--- config.mk ---
export PLATFORM = sky130hd
export DESIGN_NAME = reg_bank_snap
export DESIGN_NICKNAME = d
export VERILOG_FILES = /design/src/rtl/reg_bank_snap.sv
export SDC_FILE = /design/constraint.sdc
export NUM_CORES = 1
export LEC_CHECK = 0
export BUFFER_PORTS_ARGS = -buffer_cell sky130_fd_sc_hd__buf_2
export CAP_MARGIN = 20
export CORE_MARGIN = 5
export CORE_UTILIZATION = 60
export DETAILED_ROUTE_END_ITERATION = 16
export PLACE_DENSITY = 0.9
export SETUP_SLACK_MARGIN = 0.2
export SLEW_MARGIN = 20
export SYNTH_ARGS = -nofsm -noshare
export SYNTH_HDL_FRONTEND = slang
export SYNTH_SLANG_ARGS = --single-unit
--- constraint.sdc ---
create_clock -name clk -period 8.7 [get_ports clk]
set_input_delay 0.435 -clock clk [delete_from_list [all_inputs] [get_ports clk]]
set_output_delay 0.435 -clock clk [all_outputs]
set_load 0.01 [all_outputs]
--- src/rtl/reg_bank_snap.sv ---
// Multi-entry D-register bank: one synchronous write port, two async read ports,
// freeze mode with saturating dropped-write counter and per-entry dirty bits.
module reg_bank_snap #(
    parameter int WIDTH    = 32,
    parameter int DEPTH    = 8,
    parameter int ZERO_REG = 1,
    parameter int CNTW     = 8,
    localparam int AW      = $clog2(DEPTH)
) (
    input  logic             clk,
    input  logic             rst,
    input  logic             we,
    input  logic [AW-1:0]    waddr,
    input  logic [WIDTH-1:0] wdata,
    input  logic [AW-1:0]    raddr_a,
    input  logic [AW-1:0]    raddr_b,
    output logic [WIDTH-1:0] qa,
    output logic [WIDTH-1:0] qb,
    input  logic             freeze,
    input  logic             clear,
    output logic [DEPTH-1:0] dirty,
    output logic [CNTW-1:0]  drop_cnt
);

    logic [WIDTH-1:0] r_mem [DEPTH];
    logic [DEPTH-1:0] r_dirty;
    logic [CNTW-1:0]  r_drop;

    logic w_zero_hit;
    logic w_wr;
    logic w_drop;
    logic w_sat;

    // Address 0 on a zero-register bank swallows the write before freeze is considered
    assign w_zero_hit = (ZERO_REG != 0) && (waddr == '0);
    assign w_wr       = we && !freeze && !w_zero_hit;
    assign w_drop     = we && freeze && !w_zero_hit;
    assign w_sat      = &r_drop;

    always_ff @(posedge clk or posedge rst) begin
        if (rst) begin
            for (int i = 0; i < DEPTH; i++) begin
                r_mem[i] <= '0;
            end
            r_dirty <= '0;
            r_drop  <= '0;
        end else if (clear) begin
            for (int i = 0; i < DEPTH; i++) begin
                r_mem[i] <= '0;
            end
            r_dirty <= '0;
            r_drop  <= '0;
        end else begin
            if (w_wr) begin
                r_mem[waddr]   <= wdata;
                r_dirty[waddr] <= 1'b1;
            end
            if (w_drop && !w_sat) begin
                r_drop <= r_drop + CNTW'(1);
            end
        end
    end

    always_comb begin
        qa = r_mem[raddr_a];
        qb = r_mem[raddr_b];
        if ((ZERO_REG != 0) && (raddr_a == '0)) begin
            qa = '0;
        end
        if ((ZERO_REG != 0) && (raddr_b == '0)) begin
            qb = '0;
        end
    end

    assign dirty    = r_dirty;
    assign drop_cnt = r_drop;

endmodule

# ---- Word-level counts from Yosys, hierarchy flattened
# Index checks and enable logic that the tools add are counted.
dict set report op_classes {
  add_sub_neg 1
  n_mul 0
  div_mod_pow 0
  magnitude_cmp 6
  eq_ne 0
  n_shift 0
  mux 19
  n_bitwise 4
  n_reduce_logical 16
}
# op count
set op_table {}
lappend op_table {{256-bit two-way mux} 2}
lappend op_table {{256-bit bitwise mux} 1}
lappend op_table {{32-bit two-way mux} 7}
lappend op_table {{32-bit binary-select mux with 3-bit select} 2}
lappend op_table {{32-bit demux with 3-bit select} 1}
lappend op_table {{8-bit two-way mux} 4}
lappend op_table {{4-bit >= comparator (second input constant)} 3}
lappend op_table {{3-bit NOT with 4-bit output} 3}
lappend op_table {{3-bit zero test} 3}
lappend op_table {{8-bit by 1-bit adder with 8-bit output (second input constant)} 1}
lappend op_table {{8-bit OR} 1}
lappend op_table {{8-bit AND reduction} 1}
lappend op_table {{1-bit logical AND} 7}
lappend op_table {{3-bit by 4-bit < comparator with 1-bit output (second input constant)} 1}
lappend op_table {{4-bit by 1-bit < comparator with 1-bit output (second input constant)} 1}
lappend op_table {{2-bit nonzero test} 2}
lappend op_table {{1-bit demux with 3-bit select} 1}
lappend op_table {{3-bit by 1-bit >= comparator with 1-bit output (second input constant)} 1}
lappend op_table {{1-bit zero test} 3}
lappend op_table {{1-bit two-way mux} 1}
dict set report totals {
  regBits 272
  latch_bits 0
  ramBits 0
  romBits 0
  output_inout_bits 80
  memories 0
}

# ---- Depth between registers and ports, before layout
# Gate-level depths: netlist of the first run.
dict set report depth {
  depth_word 8
  mapped_depth 6
}

# ---- Worst setup path after synthesis of the first run
# OpenSTA, ideal clock, no wires.
dict set report synth_path {
  path_type {input to output}
  from {input raddr_a[1]}
  to {output qa[10]}
  arrival_ps 1684
  slack_ps 6581
  path_stages 5
  path_buffers 2
  path_cell_list {buf_2 > buf_1 > mux2_2 > a221oi_1 > a21oi_1}
}
dict set report synth_via {
  elab_chain_len 5
}
# item line
set synth_lines {}
lappend synth_lines {{start: declaration} 15} ;# input logic [AW-1:0] raddr_a,
lappend synth_lines {{3-bit NOT with 4-bit output (implied by the code)} 65} ;# qa = r_mem[raddr_a];
lappend synth_lines {{32-bit binary-select mux with 3-bit select} 65}
lappend synth_lines {{32-bit two-way mux (implied by the code) (2 in a row)} 65}
lappend synth_lines {{32-bit two-way mux (*)} 67} ;# if ((ZERO_REG != 0) && (raddr_a == '0)) begin
lappend synth_lines {{end: declaration} 17} ;# output logic [WIDTH-1:0] qa,
# Mark *: on every way between the ends. The rest lies on a longest branch, timed or not. The select of a mux whose other input is x is not followed.

# ---- Worst setup path after layout of the first run
dict set report layout_path {
  from {input raddr_b[1]}
  to {output qb[9]}
}
dict set report layout_via {
  elab_chain_len 5
}
# item line
set layout_lines {}
lappend layout_lines {{start: declaration} 16} ;# input logic [AW-1:0] raddr_b,
lappend layout_lines {{3-bit NOT with 4-bit output (implied by the code)} 66} ;# qb = r_mem[raddr_b];
lappend layout_lines {{32-bit binary-select mux with 3-bit select} 66}
lappend layout_lines {{32-bit two-way mux (implied by the code) (2 in a row)} 66}
lappend layout_lines {{32-bit two-way mux (*)} 70} ;# if ((ZERO_REG != 0) && (raddr_b == '0)) begin
lappend layout_lines {{end: declaration} 18} ;# output logic [WIDTH-1:0] qb,
# Marks and branches as above.

==> flow_metrics.tcl, run 1 <==
set metrics [dict create \
    numCtsBuffers 26 \
    status "complete, but fails checks" \
    cp-end-kind "output port" \
    finalWirelength_mm 38.6 \
    design.core.area_mm2 0.0212 \
    critPathMaxFanout 58 \
    whs_ns -0.0173 \
    worstSetupPathType "input pin to output port" \
    min_path_type "input pin to asynchronous set/reset pin" \
    port_buffers 125 \
    synth_nets 1473 \
    syn_inst 1426 \
    num_rows 53 \
    violations "hold timing" \
    slowest_delay_ns 0.79 \
    post-route-drc-count 0 \
    die_height_um 157 \
    syn_area_mm2 0.0130 \
    fin_crit_sh 0.406 \
    critPathSlowestCell "buf_4" \
    finalWorstPathRequiredPeriod_ns 3.53 \
    die_width_um 157 \
    final_nets 1526 \
    peakVddDrop_v 0.000160 \
    leakagePower_nw 6.10 \
    yosys_register_bits 240 \
    grtUsageTotal 0.314 \
    grt.busiest_layer "met2" \
    place_hpwl_mm 21.7 \
    die_area_mm2 0.0247 \
    grtUsageMet1 0.408 \
    grtUsageMet3 0.0481 \
    yosys_warnings 0 \
    worst_ep_required_time_ns 8.27 \
    power_density_mw_per_mm2 174 \
    r2r_slack_ns 6.88 \
    drive_gt1_frac 0.219 \
    crit_path_frequent_cell "buf_4" \
    drt_iter0_drc 1516 \
    clock_skew_ns 0.00224 \
    met2_usage 0.520 \
    grt_pass1_vias 11900 \
    hold_viol_final 19 \
    synth_edf_count 0 \
    synth_area_per_cell_um2 9.12 \
    fmax_mhz 283 \
    cts_sinks 240 \
    dr.pass1.iters 6 \
    tns_ns 0 \
    relSlewSlack 0.246 \
    cp.arrival_ns 3.10 \
    cts_tree "done" \
    clock_path_buffers 3 \
    synth-seq-area-share 0.462 \
    antenna_found_initial 2 \
    tightest_slew_ns 1.13 \
    synth_ff_type "dfrtp_1" \
    netlist-cell-type-count 34 \
    ys_async_sr_fraction 1.00 \
    ant_nets 0 \
    cts_root_buf "clkbuf_16" \
    ios 126 \
    rsz0062_at_grt "no" \
    via_count 11700 \
    path_clk_slew_ns 0.05 \
    grt_pass1_wl_mm 62.2 \
    postCtsSetupRepairBufs 0 \
    cts-htree-levels 1 \
    grt_max_degree 134 \
    drt-wirelength-per-cell_um 21.8 \
    maxSlewViolCount 0 \
    gp_congestion 0.819 \
    path_cells "buf_4 > buf_4 > nor2b_2 > buf_4 > a221oi_1 > a21oi_1 > buf_2" \
    worstSkewPairLatency_ns 0.52 \
    vias_per_cell 6.61 \
    ctsHoldBuffers 0 \
    maxCapViolations 0 \
    initial_utilization 0.615 \
    final-setup-viol-count 0 \
    grt_overflow 0 \
    synthToLayoutAreaGrowth_pct 12.2 \
    cts_resized 0 \
    cp-start-kind "input pin" \
]
## state kept, by name, indices dropped and copies added (netlist names)
name      flops
dirty         8
drop_cnt      8
r_mem       224
## cells in the final DEF (no fill, tap or decap), types with 5 or more instances in the layout
cell,n
a21oi_1,289
a221oi_1,62
buf_2,122
buf_4,25
clkbuf_16,27
clkbuf_8,7
clkinv_2,5
dfrtp_1,240
inv_1,64
mux2_2,64
mux4_2,64
nand2_1,454
nor2_1,19
## cells by family after synthesis
kind of cell / after synthesis / synth area share
and+or+nand+nor: 501 / 0.150
AOI/OAI and AO/OA: 362 / 0.160
adders and majority gates: 1 / 0.000962
muxes: 129 / 0.167
xor gates and xnor gates: 4 / 0.00269
DFF: 240 / 0.462
buffers and inverters: 189 / 0.0574
## worst max-delay path: cells and delay by family
kind,cells,cell delay [ns]
buf+inv,4,1.60
simple gates,1,0.59
compound gates,2,0.41
## per-stage QoR
step	cell area (um2)	worst slack, ns	utilization	power, mW	instances
final	14600	5.17	0.690	2.54	1773
after global routing	14600	5.05	0.690	2.61	1773
after CTS	14600	5.24	0.690	2.54	1771
after detailed placement	13700	5.24	0.647	1.39	1726
after global placement	13700	5.32	0.647	1.39	1726
after floorplan	13000	1.68	-	1.31	1426
## report_power, final
part	total (mW)	internal, mW	switching, mW	leakage [nW]
combinational	0.238	0.0730	0.165	2.32
sequential	1.14	1.13	0.0112	3.34
clock	1.16	0.709	0.450	0.448
total	2.54	1.91	0.627	6.10
## final timing paths
path	startpoint	to	cells after the start
worst max-delay path	raddr_b[1]	qb[9]	7
worst min-delay path	rst	r_mem[190]	2
worst max register to register	drop_cnt[0]	drop_cnt[5]	5
worst min register to register	dirty[4]	dirty[4]	2
max in group asynchronous	rst	r_mem[78]	3
min in group clk	wdata[1]	r_mem[161]	3
## final cells by class
cell class              instances  area [um2]
clock buffers                  36         779
diodes                          2        5.00
multi-input cells             997        6270
inverters                      65         251
fillers                      1516        6560
well taps                     275         344
repair buffers                149         821
clock inverters                 9         123
flip-flops and latches        240        6010
## routing by layer
layer  up-vias  wire length, um
li1       5025                -
met1      5769            14300
met2       784            19100
met3       148             3660
met4         0             1540
met5         -                0
## cell usage after synthesis (all sizes together) (3+ instances only)
library cell    n  area, um2
buf            39        183
mux2           64        721
dfrtp         240       6010
nand2         456       1710
inv            65        244
and3            3       18.8
o21ai           3       15.0
xnor2           3       26.3
nor2b           5       31.3
nand3           4       20.0
a21oi         289       1450
and2            4       25.0
nor2           19       71.3
clkbuf         85        319
a221oi         62        543
mux4           64       1440
Note: power is estimated with default switching activity, not from simulation.
==> inputs of run 2 (changes only) <==
--- a/config.mk
+++ b/config.mk
@@ -8,9 +8,9 @@
 export BUFFER_PORTS_ARGS = -buffer_cell sky130_fd_sc_hd__buf_2
 export CAP_MARGIN = 20
 export CORE_MARGIN = 5
-export CORE_UTILIZATION = 60
+export CORE_UTILIZATION = 54
 export DETAILED_ROUTE_END_ITERATION = 16
-export PLACE_DENSITY = 0.9
+export PLACE_DENSITY = 0.86
 export SETUP_SLACK_MARGIN = 0.2
 export SLEW_MARGIN = 20
 export SYNTH_ARGS = -nofsm -noshare
==> constraint.sdc (replaced) <==
create_clock -name clk -period 3.1 [get_ports clk]
set_input_delay 0.155 -clock clk [delete_from_list [all_inputs] [get_ports clk]]
set_output_delay 0.155 -clock clk [all_outputs]
set_load 0.01 [all_outputs]
==> flow_metrics.tcl, run 2 (synthesized netlist as in run 1, its figures left out) <==
set metrics [dict create \
    cts_tree "done" \
    final-setup-viol-count 0 \
    ios 126 \
    hold_viol_final 0 \
    drt-wirelength-per-cell_um 21.2 \
    crit-reg2reg-launch "drop_cnt[0]" \
    drive_gt1_frac 0.218 \
    multiInputGateArea_mm2 0.00627 \
    rsz0062_at_grt "no" \
    ctsHoldBuffers 33 \
    worstSkewPairLatency_ns 0.53 \
    fin_crit_sh 0.707 \
    fmax_mhz 456 \
    cts-htree-levels 1 \
    port_buffers 125 \
    path_clk_slew_ns 0.06 \
    design.core.area_mm2 0.0236 \
    cts_resized 0 \
    status "finished, final reports clean" \
    die_width_um 165 \
    grt_pass1_vias 12100 \
    num_rows 56 \
    cts_sinks 240 \
    area.sequential_mm2 0.00601 \
    critPathLaunch "raddr_b[1]" \
    finalWirelength_mm 39.3 \
    grt_pass1_wl_mm 63.1 \
    cts_root_buf "clkbuf_16" \
    vias_per_cell 6.38 \
    gp_congestion 0.820 \
    postCtsSetupRepairBufs 0 \
    dr.pass1.iters 5 \
    place_hpwl_mm 22.6 \
    final_nets 1566 \
    ant_nets 0 \
    peakVddDrop_v 0.000310 \
    cp-end-kind "output port" \
    cp-start-kind "input pin" \
    drt_iter0_drc 1698 \
    final_area_mm2 0.0151 \
    worst_ep_required_time_ns 2.94 \
    min_path_type "input pin to flop" \
    critPathMaxFanout 27 \
    grt_max_degree 129 \
    leakagePower_nw 6.31 \
    power_density_mw_per_mm2 479 \
    finish.utilization 0.640 \
    p_total_mw 7.25 \
    grt_overflow 0 \
    tightest_slew_ns 0.971 \
    largest_reg_flops 224 \
    placed_cell_area_mm2 0.0139 \
    antenna_cells 0 \
    final_common_cell "nand2_1" \
    cp.arrival_ns 2.04 \
    clock_path_buffers 3 \
    via_count 11900 \
    n_fill_cell 1849 \
    die_height_um 165 \
    regMostFlops "r_mem" \
    numCtsBuffers 27 \
    post-route-drc-count 0 \
    grtUsageTotal 0.289 \
    die_area_mm2 0.0273 \
    layout_common_cells "nand2_1 (453), a21oi_1 (289), dfrtp_1 (240), buf_2 (122)" \
    initial_utilization 0.551 \
    hp-start "waddr[2]" \
    antenna_found_initial 0 \
    worstSetupPathType "input pin to output port" \
    finalWorstPathRequiredPeriod_ns 2.19 \
    clock_skew_ns 0.000838 \
    maxSlewViolCount 0 \
    relSlewSlack 0.353 \
    maxCapViolations 0 \
    synthToLayoutAreaGrowth_pct 16.3 \
]
==> run 2: cell count changes in the layout (fill, tap and decap cells not counted), sizes merged <==
cell         previous run  this run
dlygate4sd3             0        33
buf                   149       155
clkbuf                 36        40
diode                   2         0
inv                    65        64
==> run 2: final cells by class <==
cell class,count,area share
Tap cell,319,0.0264
Sequential cell,240,0.397
Multi-Input combinational cell,997,0.415
Inverter,65,0.0164
Clock buffer,40,0.0532
Timing Repair Buffer,188,0.0847
Clock inverter,8,0.00761
==> run 2: stage by stage <==
stage | TNS [ns] | std cells | hold slack (ns) | setup WS (ns)
floorplan | -48.68 | 1426 | 0.286 | -0.203
global placement | 0 | 1776 | 0.405 | 1.01
detailed placement | 0 | 1776 | 0.420 | 0.984
CTS | 0 | 1857 | 0.0214 | 0.937
global route | 0 | 1857 | 0.0550 | 0.795
finish | 0 | 1857 | 0.0272 | 0.908
==> run 2: critical path, stage by stage <==
cell      delay, ns
buf_4          0.39
buf_4          0.48
mux2_2         0.40
a221oi_1       0.35
a21oi_1        0.08
buf_2          0.15
==> run 2: worst paths after layout <==
| check | end | slack [ns] | cells after the start |
|---|---|---|---|
| worst max-delay path | qb[26] | 0.91 | 6 |
| worst min-delay path | dirty[1] | 0.03 | 4 |
| worst max register to register | drop_cnt[5] | 1.28 | 5 |
| worst min register to register | dirty[5] | 0.49 | 2 |
| max in group asynchronous | r_mem[111] | 2.08 | 4 |
| min in group asynchronous | drop_cnt[6] | 0.32 | 4 |
==> run 2: power breakdown <==
part | internal, mW | switching (mW) | leakage, nW
Combinational | 0.248 | 0.481 | 2.51
Clock | 2.03 | 1.29 | 0.458
Sequential | 3.17 | 0.0312 | 3.34
==> run 2: layer usage <==
| layer | track usage | vias to the layer above | share of wire |
|---|---|---|---|
| li1 | - | 5108 | - |
| met1 | 0.366 | 5800 | 0.37 |
| met3 | 0.0596 | 151 | 0.099 |
| met4 | 0.128 | 0 | 0.040 |
| met5 | 0 | - | 0 |
| met2 | 0.481 | 796 | 0.49 |
